**src/rtl/fib_stream_arbiter.sv**
```systemverilog
// Round-robin arbiter that shares one Fibonacci generator between two requesters,
// streaming N tagged terms per grant. Optional wrap detection under `FIB_OVF_EN`.
module fib_stream_arbiter #(
  parameter int DW    = 8,
  parameter int LEN_W = 5
) (
  input  logic             clk,
  input  logic             restart_n,
  input  logic [1:0]       req,
  input  logic [LEN_W-1:0] len0,
  input  logic [LEN_W-1:0] len1,
  output logic [1:0]       gnt,
  output logic [1:0]       done,
  output logic             gen_restart,
  input  logic [DW-1:0]    gen_out,
  output logic [DW-1:0]    dout,
  output logic             dout_valid,
  output logic             dout_id,
  output logic             dout_last,
  output logic             busy
`ifdef FIB_OVF_EN
  ,
  output logic             ovf_err
`endif
);

  typedef enum logic [1:0] {
    IDLE   = 2'd0,
    LOAD   = 2'd1,
    STREAM = 2'd2
  } state_t;

  state_t           state_r, state_s;
  logic             ptr_r, ptr_s;
  logic             gid_r, gid_s;
  logic [LEN_W-1:0] cnt_r, cnt_s;
  logic             abort_s;

  logic [1:0]       gnt_r, gnt_s;
  logic [1:0]       done_r, done_s;
  logic             gen_restart_r, gen_restart_s;
  logic             valid_r, valid_s;
  logic             id_r, id_s;
  logic             last_r, last_s;
  logic             busy_r, busy_s;

  // State register.
  always_ff @(posedge clk or negedge restart_n) begin
    if (!restart_n) begin
      state_r <= IDLE;
    end else begin
      state_r <= state_s;
    end
  end

  // Next-state, grant selection and term counter.
  always_comb begin
    state_s = state_r;
    ptr_s   = ptr_r;
    gid_s   = gid_r;
    cnt_s   = cnt_r;
    case (state_r)
      IDLE: begin
        if (req != 2'b00) begin
          if (req[ptr_r]) begin
            gid_s = ptr_r;
          end else begin
            gid_s = ~ptr_r;
          end
          ptr_s   = ~gid_s;
          cnt_s   = gid_s ? len1 : len0;
          state_s = LOAD;
        end else begin
          state_s = IDLE;
        end
      end
      LOAD: begin
        if (cnt_r == {LEN_W{1'b0}}) begin
          state_s = IDLE;
        end else begin
          state_s = STREAM;
        end
      end
      STREAM: begin
        cnt_s = cnt_r - LEN_W'(1);
        if ((cnt_r <= LEN_W'(1)) || abort_s) begin
          state_s = IDLE;
        end else begin
          state_s = STREAM;
        end
      end
      default: begin
        state_s = IDLE;
      end
    endcase
  end

  // Output values for the coming cycle, decoded from the next state so they can be registered.
  always_comb begin
    gnt_s         = 2'b00;
    done_s        = 2'b00;
    gen_restart_s = 1'b1;
    valid_s       = 1'b0;
    id_s          = 1'b0;
    last_s        = 1'b0;
    busy_s        = 1'b0;
    case (state_s)
      LOAD: begin
        gnt_s  = gid_s ? 2'b10 : 2'b01;
        busy_s = 1'b1;
        if (cnt_s == {LEN_W{1'b0}}) begin
          done_s = gid_s ? 2'b10 : 2'b01;
        end else begin
          done_s = 2'b00;
        end
      end
      STREAM: begin
        gnt_s         = gid_s ? 2'b10 : 2'b01;
        busy_s        = 1'b1;
        gen_restart_s = 1'b0;
        valid_s       = 1'b1;
        id_s          = gid_s;
        if (cnt_s == LEN_W'(1)) begin
          last_s = 1'b1;
          done_s = gid_s ? 2'b10 : 2'b01;
        end else begin
          last_s = 1'b0;
          done_s = 2'b00;
        end
      end
      default: begin
        gnt_s = 2'b00;
      end
    endcase
  end

  // Datapath and registered outputs; the generator is held in restart whenever not streaming.
  always_ff @(posedge clk or negedge restart_n) begin
    if (!restart_n) begin
      ptr_r         <= 1'b0;
      gid_r         <= 1'b0;
      cnt_r         <= {LEN_W{1'b0}};
      gnt_r         <= 2'b00;
      done_r        <= 2'b00;
      gen_restart_r <= 1'b1;
      valid_r       <= 1'b0;
      id_r          <= 1'b0;
      last_r        <= 1'b0;
      busy_r        <= 1'b0;
    end else begin
      ptr_r         <= ptr_s;
      gid_r         <= gid_s;
      cnt_r         <= cnt_s;
      gnt_r         <= gnt_s;
      done_r        <= done_s;
      gen_restart_r <= gen_restart_s;
      valid_r       <= valid_s;
      id_r          <= id_s;
      last_r        <= last_s;
      busy_r        <= busy_s;
    end
  end

`ifdef FIB_OVF_EN
  logic [DW-1:0] prev_r;
  logic [1:0]    tidx_r;
  logic          ovf_s;

  // A term smaller than its predecessor (from the third term on) can only be a wrap.
  assign ovf_s   = (state_r == STREAM) && (tidx_r == 2'd2) && (gen_out < prev_r);
  assign abort_s = ovf_s;

  // Previous-term history, cleared outside STREAM.
  always_ff @(posedge clk or negedge restart_n) begin
    if (!restart_n) begin
      prev_r <= {DW{1'b0}};
      tidx_r <= 2'd0;
    end else if (state_r == STREAM) begin
      prev_r <= gen_out;
      tidx_r <= (tidx_r == 2'd2) ? 2'd2 : (tidx_r + 2'd1);
    end else begin
      prev_r <= {DW{1'b0}};
      tidx_r <= 2'd0;
    end
  end

  assign ovf_err    = ovf_s;
  assign dout_valid = valid_r & ~ovf_s;
  assign dout_last  = last_r & ~ovf_s;
  assign done       = ovf_s ? (id_r ? 2'b10 : 2'b01) : done_r;
`else
  assign abort_s    = 1'b0;
  assign dout_valid = valid_r;
  assign dout_last  = last_r;
  assign done       = done_r;
`endif

  assign gnt         = gnt_r;
  assign gen_restart = gen_restart_r;
  assign dout_id     = id_r;
  assign busy        = busy_r;
  assign dout        = dout_valid ? gen_out : {DW{1'b0}};

endmodule

```
**config.mk**
```make
export PLATFORM = sky130hd
export DESIGN_NAME = fib_stream_arbiter
export DESIGN_NICKNAME = d
export VERILOG_FILES = /design/src/rtl/fib_stream_arbiter.sv
export SDC_FILE = /design/constraint.sdc
export NUM_CORES = 1
export LEC_CHECK = 0
export ABC_CLOCK_PERIOD_IN_PS = 2300
export BUFFER_PORTS_ARGS = -buffer_cell sky130_fd_sc_hd__buf_2
export CAP_MARGIN = 20
export CORE_ASPECT_RATIO = 0.75
export CORE_MARGIN = 2
export CORE_UTILIZATION = 48
export DETAILED_ROUTE_END_ITERATION = 12
export PLACE_DENSITY_LB_ADDON = 0.25
export SLEW_MARGIN = 25
export SYNTH_ARGS = -nofsm -noshare
export SYNTH_HDL_FRONTEND = slang
export SYNTH_SLANG_ARGS = --single-unit
```
**constraint.sdc**
```tcl
create_clock -name clk -period 2.3 [get_ports clk]
set_clock_uncertainty 0.15 [all_clocks]
set_input_delay 0.345 -clock clk [delete_from_list [all_inputs] [get_ports clk]]
set_output_delay 0.345 -clock clk [all_outputs]
set_load 0.1 [all_outputs]
```
## Word-level counts from Yosys, hierarchy flattened

Cells that the tools add are included.
Widths: inputs -> output; s select.

- Add/sub/neg operators: 1
- $lt $le $gt $ge: 2
- Eq/ne operators: 5
- Multiplexer cells: 26
- Bitwise operators: 2
- Reduce and logical (&&, ||, !) cells: 6

Operators with widths:

| kind | count |
|---|---|
| $mux 1 | 14 |
| $mux 2 | 6 |
| $logic_not 5->1 | 2 |
| $mux 5 | 2 |
| $pmux 5 s2 | 1 |
| $mux 8 | 1 |
| $pmux 2 s3 | 1 |
| $eq 5x1->1 const B | 1 |
| $le 5x1->1 const B | 1 |
| $sub 5x1->5 const B | 1 |
| $eq 2x1->1 const B | 2 |
| $eq 2x2->1 const B | 2 |
| $pmux 2 s2 | 1 |
| $logic_not 2->1 | 1 |
| $lt 1x2->1 const B | 1 |
| $not 1->1 | 2 |
| $reduce_and 2->1 | 1 |
| $reduce_bool 2->1 | 1 |
| $reduce_or 2->1 | 1 |

- Bits in registers: 18
- Output and inout bits: 17

## Logic depth before layout (Yosys ltp)

Gate-level depths: netlist of the first run.

- Depth in word-level cells: 11
- Mapped depth: 11
- Gate-level depth less buffers: 11

## Least setup slack after synthesis of the first run

OpenSTA, ideal clock, no wires.

- Path kind: reg-to-output
- Start: register valid_r, in the netlist dout_valid
- End: output dout[0]
- Arrival time: 1,833 ps
- Path slack: -28 ps
- Stages on the path, launching flop included: 2
- Path buffers: 0
- Path through: dfrtp_1 > and2_1

- Word-level cells in the longest chain between the ends: 1

Ends and longest elaborated chain:

| element | RTL line | RTL |
|---|---|---|
| from (decl) | 42 | `logic valid_r, valid_s;` |
| from (signal assigned) | 157 | `valid_r <= valid_s;` |
| $mux 8 | 202 | `assign dout = dout_valid ? gen_out : {DW{1'b0}};` |
| to (decl) | 16 | `output logic [DW-1:0] dout,` |

No other way between the ends.

## Worst setup path in the final report of the first run

- Start: register cnt_r[0]
- End: register done_r[0], in the netlist done[0]

- Word-level cells in the longest chain between the ends: 5
- Elaborated cells on any way between the ends: 15

Ends and longest elaborated chain:

| element | RTL line | RTL |
|---|---|---|
| from (decl) | 36 | `logic [LEN_W-1:0] cnt_r, cnt_s;` |
| from (signal assigned) | 142 | `cnt_r <= {LEN_W{1'b0}};` |
| from (signal assigned) | 153 | `cnt_r <= cnt_s;` |
| $le 5x1->1 / $logic_not 5->1 (equally long branches) | 86, 78 |  |
| $mux 2, on equally long branches | 86, 78 |  |
| $pmux 2 s3 * | 62 | `case (state_r)` |
| via state_s[1] | 33 | `state_t state_r, state_s;` |
| $eq 2x2->1 / $eq 2x1->1 (equally long branches) | 107 | `case (state_s)` |
| $pmux 2 s2 * | 107 |  |
| via done_s[0] | 40 | `logic [1:0] done_r, done_s;` |
| to (signal assigned) | 155 | `done_r <= done_s;` |
| to (decl) | 40 |  |

Mark *: on every way through the listed nets, which the timed path passes. The rest lies on a longest branch.
A chain may end at the register's enable or synchronous reset.

==> summary.md, run 1 <==
| Metric | Value |
|---|---|
| Status | finished clean |
| CP Launch Type | flip-flop |
| Hold Path Class | in2reg |
| Most instantiated cells after synthesis | dfrtp_1 (17), and2_1 (10), inv_1 (8), o21ai_0 (8) |
| Worst Path Required | 2370 ps |
| Cell area after synthesis | approximately 0.0011 sq mm |
| Synth area leaders | dfrtp_1 (40%), and2_1 (5.9%), ha_1 (5.9%), o21ai_0 (3.8%), nor3_1 (2.8%) |
| Hold path depth | 3 |
| Synth Register Bits | 18 |
| Final Max Tran Viols | 0 |
| DR vias | 961 |
| Boundary Pins | 39 |
| Crit path kind | reg2reg |
| DP Worst Slack | 96.72 ps |
| DP HPWL | approximately 2000 um |
| Register-to-Register Path Depth | 11 |
| Clk_lat worst skew | 300 ps |
| Hold Startpoint | len1[2] |
| Actual transition at the worst max-transition pin | 490.6 ps |
| Worst relative slew slack | 0.6704 |
| R2R Setup Slk | between 150 and 200 ps |
| Final Wtd Congestion | between 0.8 and 0.9 |
| Post-synth top area cell | dfrtp_1 |
| Most common cell in the netlist | dfrtp_1 |
| Cells after Synth | about 110 |
| Port Buffers | 38 |
| CTS Buf Count | 3 |
| Post-Synth Adder-Cell Area | 0.05869 |
| Initial Utilization | 0.5201 |
| Largest family of logic cells by synthesized area | simple AND/OR/NAND/NOR gates |
| EDFF count, synth | 0 |
| Layout Utilization | 0.6697 |
| Critical path capture point type | flip-flop |
| End point of the worst hold path | cnt_r[2]$_DFF_PN0_ |
| Syn nets | between 100 and 150 |
| Critical R2R Capture | done[0]$_DFF_PN0_ |
| Final setup violating endpoints | 0 |
| Layout cells sized above 1 | 0.4675 |
| Post-synth top area share | 0.3991 |
| Clock tree buffer depth | 2 |
| Max FO, Critical Path | 4 |
| Filler instances | between 150 and 200 |
| Clock root buffer | clkbuf_4 |
| # rows | 14 |
| TritonCTS clock tree | yes |
| Global-route wire length before repair | around 4200 um |
| DRC violations left | 0 |
| N_diodes | 0 |
| Ys Warns | 0 |
| Final wirelength | 2577 um |
| Vias in the first global route | between 900 and 1,000 |
| Synth Flop Type | dfrtp_1 |
| Tmin final | roughly 2100 ps |
| MaxCap Viol Count | 0 |
| Avg WL per Cell | between 10 and 15 um |
| XOR/XNOR share of the synthesized area | 0 |
| GRT Total Usage | 0.2150 |
| Post-synthesis sequential area ratio | 0.4237 |
| Critical Path AT | about 2200 ps |
| Placed Instance Area | 0.001306 sq mm |
| Clk pin slew, worst setup/hold paths | 100 ps |
| Average cell area after synthesis | roughly 10 sq um |
| Initial DRC Count | 18 |
| TritonRoute pass-1 iters | 4 |
| DR vias/cell | 5.399 |
| Simple-gate share of the synthesized area | 0.2606 |
| CTS H-tree depth | 1 |
| Fin area | around 0.0014 sq mm |
| FF-to-FF Start | cnt_r[0]$_DFF_PN0_ |
| Compound-Gate Fraction of Synth Area | 0.2113 |
| Final Hold Fails | 0 |
| Area grow syn2layout | 28.76% |
| Clock Sinks | 18 |
| Nets@finish | roughly 180 |
| Die X | about 58 um |
| Die height | between 40 and 50 um |
| DRT antenna net count | 0 |
| Max Clk Rate | between 400 and 500 MHz |
| Fin crit share | 0.9235 |
| Distinct cells, synth | 42 |
| Grt total ovfl | 0 |
| Async set-or-reset flop fraction in the synthesized netlist | 1.000 |
| Setup ws final | 176.0 ps |
| Die area | between 0.002 and 0.003 sq mm |
| Largest net degree at the start of global routing | 19 |
| Core area | about 0.0020 sq mm |
| Initial antenna violation count | 0 |
| Mux cell area share after synthesis | 0.009390 |
timing repair:
action,4_1_cts,5_1_grt
endpoints found under the hold margin,17,0
resized for setup,0,9
buffers inserted,0,2
endpoints found under the setup margin,0,3
hold buffers,1,0
metrics by stage:
| step | std cells | TNS, ps | hold slack [ps] |
|---|---|---|---|
| 3_5_place_dp | 171 | 0 | 151.9 |
| 5_1_grt | 178 | -6.036 | 166.0 |
| 6_report | 178 | 0 | 162.5 |
| 3_3_place_gp | 171 | 0 | 138.1 |
| 4_1_cts | 176 | 0 | 160.0 |
| 2_1_floorplan | 108 | 0 | -100.6 |
layout by cell type (no fill, tap or decap), types with 2 or more instances in the layout:
cell type  Yosys  layout
and2_1        10       2
inv_1          8       6
nor2_1         6       6
dfrtp_1       17      16
buf_2          1      38
nor2_2         2       2
a32o_1         2       2
nor2b_1        3       3
ha_1           5       4
and2_2         1       9
inv_2          1       3
nand3_1        2       2
o21a_1         3       3
buf_4          0       4
nor3_1         6       5
o21ai_1        2       4
or2_1          2       2
o21ai_0        8       6
nand2_1        4       4
a21boi_1       1       2
or2b_1         2       2
clkbuf_4       0       3
kinds of logic (layout without fill, tap and decap cells):
group / count (synthesis) / in the layout
adders and majority gates: 5 / 5
AOI/OAI and AO/OA: 28 / 28
buffers and inverters: 10 / 56
DFF: 18 / 18
muxes: 1 / 1
and+or+nand+nor: 46 / 46
layout make-up:
cell class	instances	area [sq um]	share of cell area
clock buffers	4	26.28	0.01914
inverters	9	33.78	0.02461
multi-input cells	80	599.3	0.4366
flip-flops and latches	18	452.9	0.3300
well taps	24	30.03	0.02188
repair buffers	43	230.2	0.1677
registers in the layout, indices dropped and copies added (netlist names):
name,count
dout_id,1
dout_last,1
dout_valid,1
ptr_r,1
state_r,2
gnt,2
gen_restart,1
gid_r,1
busy,1
cnt_r,5
done,2
metal layers:
layer / vias up / GRT usage / part of all wire
li1: 472 / - / -
met1: 441 / 0.2761 / 0.43
met2: 44 / 0.3730 / 0.48
met3: 4 / 0.05444 / 0.074
met4: 0 / 0.04186 / 0.010
met5: - / 0 / 0
how the worst max path moves through the flow:
| stage | depth (start not counted) | slack [ps] | start | end |
|---|---|---|---|---|
| floorplan | 1 | 210 | dout_valid$_DFF_PN0_ | dout[0] |
| global placement | 11 | 240 | cnt_r[1]$_DFF_PN0_ | done[0]$_DFF_PN0_ |
| detailed placement | 11 | 100 | cnt_r[1]$_DFF_PN0_ | done[0]$_DFF_PN0_ |
| CTS | 11 | 70 | cnt_r[1]$_DFF_PN0_ | done[0]$_DFF_PN0_ |
| global route | 9 | -6 | cnt_r[2]$_DFF_PN0_ | done[0]$_DFF_PN0_ |
| finish | 11 | 180 | cnt_r[0]$_DFF_PN0_ | done[0]$_DFF_PN0_ |
critical path, cell delays in order (launching register included):
cell and delay, ps:
dfrtp_1 410, inv_2 70, ha_1 190, nand2_1 50, nand2_1 50, o21a_1 190
inv_1 90, ha_2 190, inv_1 60, a311oi_2 290, o21ai_1 90, nor3_1 200
Power of run 1 is not shown: default switching activity piles up to over one toggle a cycle in this logic, so the estimate is an artifact.
==> run 2, diff against run 1 <==
==> constraint.sdc (replaced) <==
create_clock -name clk -period 2.3 [get_ports clk]
set_clock_uncertainty 0.15 [all_clocks]
set_input_delay 0.23 -clock clk [delete_from_list [all_inputs] [get_ports clk]]
set_output_delay 0.23 -clock clk [all_outputs]
set_load 0.1 [all_outputs]
==> summary.md, run 2 (synthesis results as in run 1) <==
| Metric | Value |
|---|---|
| DR vias/cell | 5.375 (-0.44%) |
| Final Wtd Congestion | 0.8062 (-2.4%) |
| Register area | 451.7 sq um (-0.28%) |
| RSZ-0062 raised after global routing | no |
| N_diodes | 0 (unchanged) |
| Setup TNS | 0 ps (unchanged) |
| Clock root buffer | clkbuf_4 |
| Initial DRC Count | 20 (+2) |
| Final setup violating endpoints | 0 (unchanged) |
| Hold Startpoint | len1[2] |
| Largest net degree at the start of global routing | 19 (unchanged) |
| Boundary Pins | 39 (unchanged) |
| Cell total after placement | 171 (unchanged) |
| TritonCTS clock tree | yes |
| TritonRoute pass-1 iters | 4 (unchanged) |
| DR vias | 946 (-1.6%) |
| # rows | 14 (unchanged) |
| Area grow syn2layout | 27.00% |
| Commonest non-fill, non-tap cells in the layout | buf_2 (38), dfrtp_1 (17), and2_1 (10) |
| Actual transition at the worst max-transition pin | 477.1 ps (-13.53 ps) |
| DRT antenna net count | 0 (unchanged) |
| Core area | 0.002049 sq mm (unchanged) |
| Clock tree buffer depth | 2 (unchanged) |
| Global-route wire length before repair | 4305 um (+3.3%) |
| Tmin final | 2175 ps (+51.20 ps) |
| Placed Instance Area | 0.001296 sq mm (-0.77%) |
| Initial antenna violation count | 0 (unchanged) |
| Most flops, register | cnt_r |
| DRC violations left | 0 (unchanged) |
| Clk_lat worst skew | 300 ps (about the same) |
| Avg WL per Cell | 14.61 um (+0.90%) |
| Vias in the first global route | 984 (+8.4%) |
| Final wirelength | 2571 um (-0.23%) |
| DP HPWL | 2012 um (+0.27%) |
| Grt total ovfl | 0 (unchanged) |
| Critical Path AT | 2200 ps (about the same) |
| Die area | 0.002618 sq mm (unchanged) |
| Crit path kind | reg2reg |
| Hold Path Class | in2reg |
| Fin crit share | 0.9457 (+0.02226) |
| Layout cells sized above 1 | 0.3882 (-0.07937) |
| Max Clk Rate | 459.7 MHz (-2.4%) |
| Max FO, Critical Path | 4 (unchanged) |
| Die height | 44.81 um (unchanged) |
| Multi-input gate area | 586.8 sq um (-2.1%) |
| CP Launch Type | flip-flop |
| Fin cells | 176 (-1.1%) |
| Nets@finish | 180 (-1.1%) |
| CTS Buf Count | 3 (unchanged) |
| Worst setup path start | cnt_r[1]$_DFF_PN0_ |
| Final Max Tran Viols | 0 (unchanged) |
| Max FFs per register | 5 (unchanged) |
| FF-to-FF Start | cnt_r[1]$_DFF_PN0_ |
| Die X | 58.42 um (unchanged) |
| Layout Utilization | 0.6606 (-0.009157) |
| Most common cell after layout, fill and taps aside | buf_2 |
| Port Buffers | 38 (unchanged) |
| Filler instances | 175 (+4.2%) |
| Status | finished clean |
| MaxCap Viol Count | 0 (unchanged) |
| Worst relative slew slack | 0.6792 (+0.008816) |
| Fin area | 0.001354 sq mm (-1.4%) |
| Initial Utilization | 0.5201 (unchanged) |
| Worst Path Required | 2320 ps (-50 ps) |
| GRT Total Usage | 0.2226 (+0.007684) |
| Final Hold Fails | 0 (unchanged) |
| CTS H-tree depth | 1 (unchanged) |
| Critical path capture point type | flip-flop |
| Clk pin slew, worst setup/hold paths | 110 ps (about the same) |
| Clock Sinks | 18 (unchanged) |
==> run 2: per-layer routing <==
layer	part of all wire	up-vias	track usage
met5	0	-	0
met4	0.016	0	0.08372
met3	0.066	6	0.06304
met2	0.48	39	0.3978
met1	0.44	436	0.2564
li1	-	465	-
==> run 2: path summary, 6_finish.rpt <==
kind	end	slack, ps	cells after the start
min	cnt_r[2]$_DFF_PN0_	20	3
min in group asynchronous	state_r[0]$_DFF_PN0_	250	2
max	done[1]$_DFF_PN0_	120	10
max in group asynchronous	gen_restart$_DFF_PN1_	1410	2
max reg2reg	done[1]$_DFF_PN0_	120	10
min reg2reg	ptr_r$_DFFE_PN0P_	430	1
==> run 2: area by class of cell <==
cell class	count	share of cell area
multi-input cells	80	0.4335
flip-flops and latches	18	0.3336
repair buffers	41	0.1590
clock buffers	4	0.02680
inverters	9	0.02495
well taps	24	0.02218
==> run 2: worst max-delay path: stages (launching register included) <==
cell	delay (ps)
dfrtp_1	420
inv_1	100
ha_1	180
o21ai_0	160
nand2_1	80
o21a_1	120
ha_1	200
a21boi_0	130
a32o_1	280
o21ai_0	160
nor3_1	60
==> run 2: repair_timing <==
| item | in CTS | in global routing |
|---|---|---|
| setup buffers | 0 | 0 |
| hold endpoints to repair | 17 | 0 |
| endpoints found under the setup margin | 0 | 2 |
| hold buffers | 1 | 0 |
| gates resized for setup | 0 | 2 |
==> run 2: per-stage QoR <==
step | hold slack [ps] | setup WS, ps
detailed placement | 36.51 | 120.8
finish | 19.55 | 124.8
global route | 9.194 | 4.009
floorplan | -215.6 | 87.30
CTS | 14.14 | 93.60
global placement | 27.11 | 249.1
Power of run 2 is left out for the same reason.
==> run 3, diff against run 2 <==
--- a/config.mk
+++ b/config.mk
@@ -5,7 +5,7 @@
 export SDC_FILE = /design/constraint.sdc
 export NUM_CORES = 1
 export LEC_CHECK = 0
-export ABC_CLOCK_PERIOD_IN_PS = 2300
+export ABC_CLOCK_PERIOD_IN_PS = 2250
 export BUFFER_PORTS_ARGS = -buffer_cell sky130_fd_sc_hd__buf_2
 export CAP_MARGIN = 20
 export CORE_ASPECT_RATIO = 0.75
==> constraint.sdc (replaced) <==
create_clock -name clk -period 2.25 [get_ports clk]
set_clock_uncertainty 0.15 [all_clocks]
set_input_delay 0.225 -clock clk [delete_from_list [all_inputs] [get_ports clk]]
set_output_delay 0.225 -clock clk [all_outputs]
set_load 0.1 [all_outputs]
==> summary.md, run 3 (synthesis results as in run 1) <==
| Metric | Value |
|---|---|
| Setup TNS | 0 ps (unchanged) |
| Layout cells sized above 1 | 0.4258 (+0.03765) |
| Nets@finish | 183 (+1.7%) |
| CP Launch Type | flip-flop |
| Die area | 0.002618 sq mm (unchanged) |
| CTS Buf Count | 3 (unchanged) |
| Max FO, Critical Path | 4 (unchanged) |
| Final Max Tran Viols | 0 (unchanged) |
| Clk_lat worst skew | 300 ps (about the same) |
| TritonRoute pass-1 iters | 4 (unchanged) |
| # rows | 14 (unchanged) |
| Final Wtd Congestion | 0.8060 (about the same) |
| N_diodes | 0 (unchanged) |
| Avg WL per Cell | 14.85 um (+1.7%) |
| Area grow syn2layout | 29.46% |
| Initial Utilization | 0.5201 (unchanged) |
| Actual transition at the worst max-transition pin | 496.5 ps (+19.40 ps) |
| Most common cell after layout, fill and taps aside | buf_2 |
| DRT antenna net count | 0 (unchanged) |
| Core area | 0.002049 sq mm (unchanged) |
| MaxCap Viol Count | 0 (unchanged) |
| Crit path kind | reg2reg |
| GRT Total Usage | 0.2228 (about the same) |
| Grt total ovfl | 0 (unchanged) |
| Final Hold Fails | 0 (unchanged) |
| DR vias/cell | 5.257 (-2.2%) |
| Die height | 44.81 um (unchanged) |
| Most flops, register | cnt_r |
| Initial antenna violation count | 0 (unchanged) |
| Clock root buffer | clkbuf_4 |
| Final setup violating endpoints | 0 (unchanged) |
| DRC violations left | 0 (unchanged) |
| Max Clk Rate | 469.0 MHz (+2.0%) |
| Worst relative slew slack | 0.6713 (-0.007937) |
| DP Worst Slack | 137.6 ps (+16.77 ps) |
| Critical path capture point type | flip-flop |
| Global-route wire length before repair | 4264 um (-0.95%) |
| Max FFs per register | 5 (unchanged) |
| Initial DRC Count | 14 (-30%) |
| Boundary Pins | 39 (unchanged) |
| Tmin final | 2132 ps (-43.07 ps) |
| Clock tree buffer depth | 2 (unchanged) |
| DR vias | 941 (-0.53%) |
| Filler instances | 173 (-1.1%) |
| Worst Path Required | 2320 ps (about the same) |
| Clk pin slew, worst setup/hold paths | 120 ps (about the same) |
| Clock Sinks | 18 (unchanged) |
| Port Buffers | 38 (unchanged) |
| Hold Path Class | in2reg |
| Worst hold margin | 14.72 ps (-4.834 ps) |
| Commonest non-fill, non-tap cells in the layout | buf_2 (38), dfrtp_1 (16), and2_1 (10) |
| Setup ws final | 117.9 ps (-6.925 ps) |
| Die X | 58.42 um (unchanged) |
| Vias in the first global route | 915 (-7.0%) |
| Fin crit share | 0.9476 (+0.001872) |
| Status | finished clean |
| CTS H-tree depth | 1 (unchanged) |
| Critical Path AT | 2200 ps (about the same) |
| Final wirelength | 2658 um (+3.4%) |
| TritonCTS clock tree | yes |
| DP HPWL | 1992 um (-0.96%) |
| Largest net degree at the start of global routing | 19 (unchanged) |
run 3: changes by cell type in the layout (fill, tap and decap cells not counted):
cell     previous run  this run
buf_4               2         5
dfrtp_1            17        16
dfrtp_2             0         1
ha_1                5         4
ha_2                0         1
inv_1               8         6
inv_2               1         3
o21ai_0             8         5
o21ai_1             2         5
run 3: final cells by class:
cell class	count	area, sq um	share of cell area
clock buffers	4	36.28	0.02629
inverters	9	33.78	0.02448
multi-input cells	80	589.3	0.4270
flip-flops and latches	18	452.9	0.3282
well taps	24	30.03	0.02176
repair buffers	44	237.7	0.1723
run 3: per-stage QoR:
step,util,instance area (sq um),instances
global placement,0.6325,1296,171
global route,0.6734,1380,179
CTS,0.6551,1343,176
floorplan,-,1066,108
finish,0.6734,1380,179
detailed placement,0.6325,1296,171
run 3: repair_timing:
| action | 4_1_cts | 5_1_grt |
|---|---|---|
| resized for setup | 0 | 9 |
| hold buffers | 1 | 0 |
| setup buffers | 0 | 3 |
| endpoints found under the setup margin | 0 | 3 |
| hold endpoints to repair | 17 | 0 |
run 3: layer usage:
layer,part of all wire,GRT usage
met1,0.45,0.2860
met5,0,0
met3,0.056,0.05731
met2,0.47,0.3708
met4,0.016,0.07442
run 3: final timing paths:
| kind | startpoint | end | slack (ps) | cells past startpoint |
|---|---|---|---|---|
| worst min register to register | ptr_r$_DFFE_PN0P_ | ptr_r$_DFFE_PN0P_ | 430 | 1 |
| worst max-delay path | cnt_r[1]$_DFF_PN0_ | dout_last$_DFF_PN0_ | 120 | 11 |
| min in group asynchronous | restart_n | gid_r$_DFF_PN0_ | 250 | 2 |
| worst max register to register | cnt_r[1]$_DFF_PN0_ | dout_last$_DFF_PN0_ | 120 | 11 |
| max in group asynchronous | restart_n | gen_restart$_DFF_PN1_ | 1360 | 2 |
| worst min-delay path | len1[2] | cnt_r[2]$_DFF_PN0_ | 10 | 3 |
run 3: critical path, stage by stage, from the launching register on:
cell,delay (ps)
dfrtp_1,420
inv_2,70
ha_1,180
o21ai_1,120
nand2_1,70
o21a_1,120
inv_1,70
ha_2,190
inv_1,70
a311oi_2,300
buf_4,160
nor3b_2,140
Power of run 3 is left out for the same reason.
